[src/rtl/riscv_wb_pkg.sv]
// Shared defaults for the writeback stage: datapath widths, MMR queue depth
// and the hard-wired zero register index.
package riscv_wb_pkg;

    localparam int XLEN_DEF       = 32;
    localparam int REG_ADDR_W_DEF = 5;
    localparam int MMR_DEPTH_DEF  = 4;
    localparam int ZERO_REG       = 0;

endpackage

[src/rtl/mmr_fifo.sv]
// First-word-fall-through queue for MMR writes. The head entry is presented
// combinationally from storage; the storage array itself is never reset.
module mmr_fifo #(
    parameter  int WIDTH = 64,
    parameter  int DEPTH = 4,
    localparam int PTR_W = $clog2(DEPTH),
    localparam int CNT_W = PTR_W + 1
) (
    input  logic             clk,
    input  logic             reset,
    input  logic             push,
    input  logic [WIDTH-1:0] push_data,
    input  logic             pop,
    output logic [WIDTH-1:0] head_data,
    output logic [CNT_W-1:0] count
);

    logic [WIDTH-1:0] mem_q [DEPTH];
    logic [PTR_W-1:0] wr_ptr_q, wr_ptr_d;
    logic [PTR_W-1:0] rd_ptr_q, rd_ptr_d;
    logic [CNT_W-1:0] count_q, count_d;
    logic             push_ok;
    logic             pop_ok;

    // Guard both ports locally so the occupancy can never leave 0..DEPTH.
    assign push_ok = push & (count_q != CNT_W'(DEPTH));
    assign pop_ok  = pop & (count_q != '0);

    always_comb begin
        wr_ptr_d = wr_ptr_q;
        rd_ptr_d = rd_ptr_q;
        count_d  = count_q + CNT_W'(push_ok) - CNT_W'(pop_ok);
        if (push_ok) wr_ptr_d = wr_ptr_q + 1'b1;
        if (pop_ok)  rd_ptr_d = rd_ptr_q + 1'b1;
    end

    always_ff @(posedge clk) begin
        if (!reset) begin
            wr_ptr_q <= '0;
            rd_ptr_q <= '0;
            count_q  <= '0;
        end else begin
            wr_ptr_q <= wr_ptr_d;
            rd_ptr_q <= rd_ptr_d;
            count_q  <= count_d;
        end
    end

    always_ff @(posedge clk) begin
        if (push_ok) mem_q[wr_ptr_q] <= push_data;
    end

    assign head_data = mem_q[rd_ptr_q];
    assign count     = count_q;

endmodule

[src/rtl/wb_stage_q.sv]
// Writeback stage: registers the register-file write for one cycle and queues
// MMR writes so a stalled MMR consumer never blocks the pipeline unseen.
module wb_stage_q
    import riscv_wb_pkg::*;
#(
    parameter  int XLEN       = XLEN_DEF,
    parameter  int REG_ADDR_W = REG_ADDR_W_DEF,
    parameter  int MMR_DEPTH  = MMR_DEPTH_DEF,
    localparam int CNT_W      = $clog2(MMR_DEPTH) + 1
) (
    input  logic                  clk,
    input  logic                  reset,
    input  logic                  wb_valid,
    output logic                  wb_ready,
    input  logic                  we,
    input  logic [XLEN-1:0]       rd_data_from_mem,
    input  logic [REG_ADDR_W-1:0] rd_addr_from_mem,
    input  logic [31:0]           inst_from_MEM,
    input  logic                  mmr_we_wb,
    input  logic [XLEN-1:0]       mmr_location,
    input  logic [XLEN-1:0]       loadnoc_data,
    output logic                  rf_we,
    output logic [XLEN-1:0]       rd_data_out_to_register,
    output logic [REG_ADDR_W-1:0] rd_addr_to_register,
    output logic [31:0]           inst_from_WB,
    output logic                  mmr_valid,
    input  logic                  mmr_ready,
    output logic [XLEN-1:0]       mmr_location_out,
    output logic [XLEN-1:0]       loadnoc_data_out_to_MMR,
    output logic [CNT_W-1:0]      mmr_count,
    output logic                  mmr_overflow
);

    logic                  rf_we_q, rf_we_d;
    logic [XLEN-1:0]       rd_data_q, rd_data_d;
    logic [REG_ADDR_W-1:0] rd_addr_q, rd_addr_d;
    logic [31:0]           inst_q, inst_d;
    logic                  overflow_q, overflow_d;
    logic                  accept;
    logic                  wen;
    logic [CNT_W-1:0]      count;
    logic [2*XLEN-1:0]     head;

    // Ready depends only on registered occupancy, so no mmr_ready->wb_ready path.
    assign wb_ready = (count != CNT_W'(MMR_DEPTH));
    assign accept   = wb_valid & wb_ready;
    assign wen      = we & (rd_addr_from_mem != REG_ADDR_W'(ZERO_REG));

    always_comb begin
        rf_we_d    = 1'b0;
        rd_data_d  = rd_data_q;
        rd_addr_d  = rd_addr_q;
        inst_d     = inst_q;
        overflow_d = overflow_q | (wb_valid & ~wb_ready);
        if (accept) begin
            rf_we_d   = wen;
            rd_data_d = wen ? rd_data_from_mem : '0;
            rd_addr_d = rd_addr_from_mem;
            inst_d    = inst_from_MEM;
        end
    end

    always_ff @(posedge clk) begin
        if (!reset) begin
            rf_we_q    <= 1'b0;
            rd_data_q  <= '0;
            rd_addr_q  <= '0;
            inst_q     <= '0;
            overflow_q <= 1'b0;
        end else begin
            rf_we_q    <= rf_we_d;
            rd_data_q  <= rd_data_d;
            rd_addr_q  <= rd_addr_d;
            inst_q     <= inst_d;
            overflow_q <= overflow_d;
        end
    end

    mmr_fifo #(
        .WIDTH (2 * XLEN),
        .DEPTH (MMR_DEPTH)
    ) u_mmr_fifo (
        .clk       (clk),
        .reset     (reset),
        .push      (accept & mmr_we_wb),
        .push_data ({mmr_location, loadnoc_data}),
        .pop       (mmr_valid & mmr_ready),
        .head_data (head),
        .count     (count)
    );

    assign rf_we                   = rf_we_q;
    assign rd_data_out_to_register = rd_data_q;
    assign rd_addr_to_register     = rd_addr_q;
    assign inst_from_WB            = inst_q;
    assign mmr_valid               = (count != '0);
    assign mmr_location_out        = head[2*XLEN-1:XLEN];
    assign loadnoc_data_out_to_MMR = head[XLEN-1:0];
    assign mmr_count               = count;
    assign mmr_overflow            = overflow_q;

endmodule

[config.mk]
export PLATFORM = sky130hd
export DESIGN_NAME = wb_stage_q
export DESIGN_NICKNAME = d
export VERILOG_FILES = /design/src/rtl/riscv_wb_pkg.sv /design/src/rtl/mmr_fifo.sv /design/src/rtl/wb_stage_q.sv
export SDC_FILE = /design/constraint.sdc
export NUM_CORES = 1
export LEC_CHECK = 0
export BUFFER_PORTS_ARGS = -buffer_cell sky130_fd_sc_hd__buf_2
export CORE_MARGIN = 2
export CORE_UTILIZATION = 40
export CTS_BUF_LIST = sky130_fd_sc_hd__clkbuf_2 sky130_fd_sc_hd__clkbuf_4 sky130_fd_sc_hd__clkbuf_8
export DETAILED_ROUTE_END_ITERATION = 10
export GPL_TIMING_DRIVEN = 0
export SYNTH_ARGS = -nofsm -noshare
export SYNTH_HDL_FRONTEND = slang
export SYNTH_HIERARCHICAL = 1
export SYNTH_SLANG_ARGS = --single-unit
[constraint.sdc]
create_clock -name clk -period 3.75 [get_ports clk]
set_input_delay 0.1875 -clock clk [delete_from_list [all_inputs] [get_ports clk]]
set_output_delay 0.1875 -clock clk [all_outputs]
set_load 0.005 [all_outputs]
* Word-level counts from Yosys, hierarchy flattened
Memories as Yosys holds them, arrays and structs flattened. A register that Yosys moved wholly into a read port is not among the register bits. Index checks and enable logic that the tools add are counted.
Cells by class: $add $sub $neg 4, eq/ne operators 1, multiplexer cells 5, bitwise gates (word level) 9, reductions and logical operators 3
Operators with widths (count):
- 32-bit 2-to-1 mux | 1
- 1-bit bitwise AND | 7
- 5-bit nonzero test | 1
- 2-bit by 1-bit adder with 2-bit output, second input constant | 2
- 2-bit 2-to-1 mux | 2
- 3-bit by 1-bit adder with 3-bit output | 1
- 3-bit inequality test, second input constant | 1
- 3-bit nonzero test | 1
- 3-bit by 1-bit subtractor with 3-bit output | 1
- 1-bit 2-to-1 mux | 2
- 2-bit AND reduction | 1
- 1-bit NOT | 1
- 1-bit OR | 1
Word-level totals: register bits after elaboration 78, bits in writable memories 256, output and inout port bits 140, word-level logic and storage cells 31, memories 1
Memories:
- u_mmr_fifo.mem_q | depth 4, width 64, rd ports 1, clocked after memory_dff 1, write ports 1, RTL line mmr_fifo.sv:18 | logic [WIDTH-1:0] mem_q [DEPTH];

* Logic depth before layout (Yosys ltp)
depth after elaboration 6, depth in mapped cells 14, gate-level depth less buffers 13

* Modules after synthesis
The synthesis kept the hierarchy.
By module, submodules not included:
- mmr_fifo | times used 1, cells an instance 380, area each 9769.4 µm², sequential area each 7867.5 µm²
- wb_stage_q | times used 1, cells an instance 331, area each 2845.2 µm², sequential area each 1421.4 µm²

* Worst setup path after synthesis
No wires, ideal clock.
path type register to register, start reg u_mmr_fifo.count_q[1], in the netlist u_mmr_fifo/count[1], end mem u_mmr_fifo.mem_q[0][0], enable pin, data arrival time 3084 ps, required time 3321 ps, path slack 237 ps, cell stages (with the launch flop) 7, cells stage by stage dfxtp_1 > nor3b_2 > inv_2 > clkbuf_1 > and3_1 > a21boi_1 > and2_1
Between the ends: longest elaborated chain between the ends 6
Ends and longest elaborated chain:
- start: declaration | RTL line mmr_fifo.sv:21 | logic [CNT_W-1:0] count_q, count_d;
- start signal: assignment | RTL line mmr_fifo.sv:45 | count_q <= count_d;
- 3-bit inequality test * | RTL line mmr_fifo.sv:26, wb_stage_q.sv:45
- 1-bit bitwise AND | RTL line wb_stage_q.sv:46 | assign accept = wb_valid & wb_ready;
- 1-bit bitwise AND | RTL line wb_stage_q.sv:85 | .push (accept & mmr_we_wb),
- 1-bit bitwise AND * | RTL line mmr_fifo.sv:26 | assign push_ok = push & (count_q != CNT_W'(DEPTH));
- 1-bit 2-to-1 mux * | RTL line mmr_fifo.sv:50 | if (push_ok) mem_q[wr_ptr_q] <= push_data;
- 1-bit 2-to-1 mux (not written as such) * | RTL line mmr_fifo.sv:50
- end: declaration | RTL line mmr_fifo.sv:18
Every way passes the cells marked *; elsewhere a longest branch is shown, timed or not.

* Final worst setup path
start reg u_mmr_fifo.count_q[1], in the netlist u_mmr_fifo/count[1], end reg u_mmr_fifo.count_q[2], in the netlist u_mmr_fifo/count[2]
Between the ends: longest elaborated chain between the ends 6, elaborated cells between the ends (all ways) 9, classes of those cells add/sub (2); eq/ne (1); bitwise (5); reduce/logical (1)
Ends and longest elaborated chain:
- 3-bit inequality test | RTL line mmr_fifo.sv:26, wb_stage_q.sv:45
- 1-bit bitwise AND | RTL line wb_stage_q.sv:46
- 1-bit bitwise AND | RTL line wb_stage_q.sv:85
- 1-bit bitwise AND | RTL line mmr_fifo.sv:26
- 3-bit by 1-bit adder with 3-bit output | RTL line mmr_fifo.sv:32 | count_d = count_q + CNT_W'(push_ok) - CNT_W'(pop_ok);
- 3-bit by 1-bit subtractor with 3-bit output * | RTL line mmr_fifo.sv:32
Marks and branches as above. A chain may end at the register's enable or synchronous reset.

==> tab_implementation.tex <==
\begin{tabular}{lr}
\hline
Metric & Value \\
\hline
\multicolumn{2}{l}{\textbf{Clocking}} \\
Number of clock buffers inserted by TritonCTS & 54 \\
Latest clock arrival within the worst-skew pair & 0.57 ns \\
Clock tree from TritonCTS & yes \\
Clock root cell & sky130\_fd\_sc\_hd\_\_clkbuf\_8 \\
Post-CTS repair timing setup buffer count & 0 \\
Number of clock sinks seen by CTS & 336 \\
Max Root-Sink Buffers & 3 \\
H-tree level count & 2 \\
Reg clk slew, reported paths & around 0.06 ns \\
\multicolumn{2}{l}{\textbf{Floorplanning}} \\
Num rows & between 60 and 70 \\
I/O Pins & 279 \\
Chip Height & 182 um \\
Full die area & about 33000 um2 \\
Die span in x & 182 um \\
Initial standard-cell utilization of the core & 40.3\% \\
Area inside the core boundary & 31300 um2 \\
\multicolumn{2}{l}{\textbf{Job}} \\
Max-capacitance violation count & 0 \\
\multicolumn{2}{l}{\textbf{Hold path}} \\
Worst Hold Endpoint & rd\_data\_out\_to\_register[31]\$\_SDFFE\_PN0N\_ \\
Min-Delay Path Depth & 3 \\
Hold Crit Start & we \\
Class of the most critical hold timing path & input pin to flop \\
\multicolumn{2}{l}{\textbf{Layout}} \\
Synthesis-to-layout area growth & 35.0\% \\
Layout cell share with drive strength beyond 1 & a little under two fifths \\
Diodes inserted & 0 \\
Filler Cell Count & between 2000 and 3000 \\
Count of placed standard cells in the final layout, fillers left out & between 1500 and 2000 \\
NumNets Final & around 1300 \\
Share of the core filled with cells in the final layout & 54.4\% \\
Most common cell after layout, fill and taps aside & sky130\_fd\_sc\_hd\_\_buf\_2 \\
Most used cells in the layout excluding fill and tap cells & sky130\_fd\_sc\_hd\_\_buf\_2, sky130\_fd\_sc\_hd\_\_edfxtp\_1, sky130\_fd\_sc\_hd\_\_dlygate4sd3\_1, sky130\_fd\_sc\_hd\_\_dfxtp\_1, sky130\_fd\_sc\_hd\_\_a21oi\_1 \\
\multicolumn{2}{l}{\textbf{Routing}} \\
Detailed-route vias per instance & between 5 and 6 \\
Wire length after detailed routing & slightly below 30000 um \\
ANT nets after route & 0 \\
Average wire length per cell after detail routing & about 18 um \\
Iteration-0 DRC Markers & $\sim$450 \\
Via total after detailed routing & approximately 8200 \\
DRC Markers & 0 \\
Number of optimization iterations in the first detailed-route pass & 5 \\
\multicolumn{2}{l}{\textbf{Worst setup path}} \\
Largest fanout on the critical path & 10 \\
Element type at the critical path start & flop \\
Number of cell instances on the worst register-to-register path & 14 \\
Destination of the worst register-to-register timing path & u\_mmr\_fifo/count[2]\$\_SDFF\_PN0\_ \\
Setup slack of the worst register-to-register path & between 0.3 and 0.4 ns \\
Arrival time worst endpoint & between 3 and 4 ns \\
Crit path kind & flop to flop \\
CP required & 4.22 ns \\
Endpoint kind of the worst setup timing path & flop \\
Reg2Reg Launch Point & u\_mmr\_fifo/count[1]\$\_SDFF\_PN0\_ \\
\multicolumn{2}{l}{\textbf{Timing}} \\
Share of the clock period used by the worst path after layout & about nine tenths \\
Largest clock skew in the final design & about 0.024 ns \\
Peak Freq & 0.291 GHz \\
Worst max-slew margin expressed relative to the limit & about two thirds \\
Number of endpoints failing setup at the final stage & 0 \\
Worst-case hold slack & slightly below 0.09 ns \\
Endpoints failing hold & 0 \\
Unrepaired setup endpoints after global routing & no \\
Worst-margin pin slew & between 0.5 and 0.6 ns \\
Minimum clock period after layout & approximately 3.4 ns \\
Slew Limit Fails & 0 \\
\multicolumn{2}{l}{\textbf{Synthesis}} \\
Prevailing post-synth register cell & sky130\_fd\_sc\_hd\_\_edfxtp\_1 \\
Netlist area before placement & around 13000 um2 \\
Mapped Cells & 711 \\
Cell variety after synth & 33 \\
Share of synthesized area occupied by flip-flops and latches & 73.6\% \\
Yosys synthesis warning count & 6 \\
EDFF count, synth & roughly 260 \\
Mean instance size in the synthesized netlist & around 18 um2 \\
Synthesized net count & between 800 and 900 \\
Post-synthesis register bit count & $\sim$340 \\
Share of flip-flops with an asynchronous set or reset & 0\% \\
\multicolumn{2}{l}{\textbf{Global route}} \\
Fraction of met3 tracks used by global routing & around 5.3\% \\
Wire length of the first global-routing pass & about 46000 um \\
Vias in the first global route & slightly below 9000 \\
Global-route track usage on met2 & approximately 30\% \\
Aggregate global-route resource usage & approximately 18\% \\
GRT Max-Usage Layer & met2 \\
Total grt overflow & 0 \\
Antenna violations before repair & 0 \\
Global-route met1 utilization & around 22\% \\
Largest net degree at the start of global routing & 58 \\
\multicolumn{2}{l}{\textbf{Pwr}} \\
Peak supply drop & between 0.0002 and 0.0003 V \\
Power per cell area & around 520 nW/um2 \\
P\_leak & $\sim$0.0066 uW \\
\multicolumn{2}{l}{\textbf{Placement}} \\
PortBufs & 277 \\
GP Congestion & 0.796 \\
Placed cells & roughly 1400 \\
Half-perimeter wire length of the detailed placement result & between 15000 and 20000 um \\
\multicolumn{2}{l}{\textbf{Run status}} \\
Status & finished clean \\
\hline
\end{tabular}
==> metrics by stage <==
step | setup TNS, ns | setup WS [ns] | area [um2] | total power [uW]
6_report | 0 | 0.318 | 17000 | 8840
4_1_cts | 0 | 0.0439 | 17000 | 8960
3_5_place_dp | 0 | 0.0840 | 14600 | 5770
5_1_grt | 0 | 0.0111 | 17000 | 9270
3_3_place_gp | -392.52 | -1.62 | 14500 | 5750
2_1_floorplan | 0 | 0.237 | 12600 | 5190
==> report_power, final <==
group | switching [uW] | internal, uW | leakage (uW) | total (uW)
clock | 1380 | 1670 | 0.000570 | 3040
combinational | 718 | 767 | 0.00302 | 1480
sequential | 88.1 | 4220 | 0.00298 | 4310
==> worst max-delay path by stage <==
stage / from / endpoint / slack, ns / depth (start not counted)
finish: u_mmr_fifo/count[1]$_SDFF_PN0_ / u_mmr_fifo/count[2]$_SDFF_PN0_ / 0.32 / 14
global route: u_mmr_fifo/count[1]$_SDFF_PN0_ / u_mmr_fifo/count[2]$_SDFF_PN0_ / 0.01 / 14
CTS: u_mmr_fifo/count[1]$_SDFF_PN0_ / u_mmr_fifo/count[2]$_SDFF_PN0_ / 0.04 / 14
detailed placement: u_mmr_fifo/count[1]$_SDFF_PN0_ / u_mmr_fifo/count[2]$_SDFF_PN0_ / 0.08 / 14
global placement: u_mmr_fifo/count[1]$_SDFF_PN0_ / u_mmr_fifo/mem_q[1][33]$_DFFE_PP_ / -1.62 / 6
floorplan: u_mmr_fifo/count[1]$_SDFF_PN0_ / u_mmr_fifo/mem_q[0][0]$_DFFE_PP_ / 0.24 / 6
==> logic make-up (layout without fill, tap and decap cells) <==
family,Yosys count,after routing,share of synthesized area (%)
compound gates,143,143,7.10
xor+xnor,4,4,0.278
fa+ha+maj,7,7,0.754
buf+inv,63,576,3.02
flops,336,336,73.6
mux,66,66,11.7
simple gates,92,92,3.51
==> synth_stat cells (all sizes together) (2+ instances only) <==
| cell | instances | area [um2] |
|---|---|---|
| nor2b | 3 | 18.8 |
| edfxtp | 256 | 7690 |
| inv | 8 | 30.0 |
| nand2 | 36 | 135 |
| mux4 | 64 | 1460 |
| a21oi | 70 | 350 |
| a41o | 32 | 320 |
| mux2i | 2 | 20.0 |
| o21ai | 37 | 185 |
| clkbuf | 32 | 121 |
| nor2 | 3 | 11.3 |
| and3 | 2 | 12.5 |
| dfxtp | 80 | 1600 |
| nand3 | 37 | 185 |
| buf | 23 | 229 |
| ha | 6 | 75.1 |
| xnor2 | 4 | 35.0 |
| and2 | 8 | 50.1 |
==> state kept, by name, indices dropped and copies added (netlist names), named ones only <==
| name | flops |
|---|---|
| u_mmr_fifo/mem_q | 256 |
| u_mmr_fifo/rd_ptr_q | 2 |
| mmr_overflow | 1 |
| u_mmr_fifo/count | 3 |
| inst_from_WB | 32 |
| rf_we | 1 |
| rd_addr_to_register | 5 |
| rd_data_out_to_register | 32 |
| u_mmr_fifo/wr_ptr_q | 2 |
==> critical path: stages (launching register included) <==
cell	delay, ns
sky130_fd_sc_hd__dfxtp_1	0.54
sky130_fd_sc_hd__nor3b_2	0.16
sky130_fd_sc_hd__inv_2	0.21
sky130_fd_sc_hd__clkbuf_1	0.43
sky130_fd_sc_hd__and3_1	0.22
sky130_fd_sc_hd__a21boi_2	0.36
sky130_fd_sc_hd__inv_1	0.08
sky130_fd_sc_hd__ha_1	0.29
sky130_fd_sc_hd__inv_1	0.05
sky130_fd_sc_hd__ha_1	0.13
sky130_fd_sc_hd__inv_1	0.05
sky130_fd_sc_hd__fa_1	0.37
sky130_fd_sc_hd__xnor2_1	0.15
sky130_fd_sc_hd__xnor2_1	0.13
sky130_fd_sc_hd__and2_1	0.16
==> repair_timing <==
item	4_1_cts	5_1_grt
endpoints found under the hold margin	325	0
hold buffers	133	0
resized for setup	0	1
setup endpoints to repair	0	1
==> layout make-up <==
type,instances,area (um2),share of cell area [%]
Sequential cell,336,9290,54.6
Multi-Input combinational cell,312,2960,17.4
Timing Repair Buffer,414,2830,16.6
Clock buffer,79,975,5.72
Tap cell,402,503,2.95
Buffer,55,350,2.06
Clock inverter,20,93.8,0.551
Inverter,8,30.0,0.176
==> per-layer routing <==
metal | vias to the layer above | routed length [um] | share of wire, %
met5 | - | 0 | 0
met4 | 0 | 571 | 1.9
met1 | 4027 | 12100 | 41
met3 | 52 | 2490 | 8.4
li1 | 3796 | - | -
met2 | 349 | 14400 | 49
(Power assumes the default switching activity.)
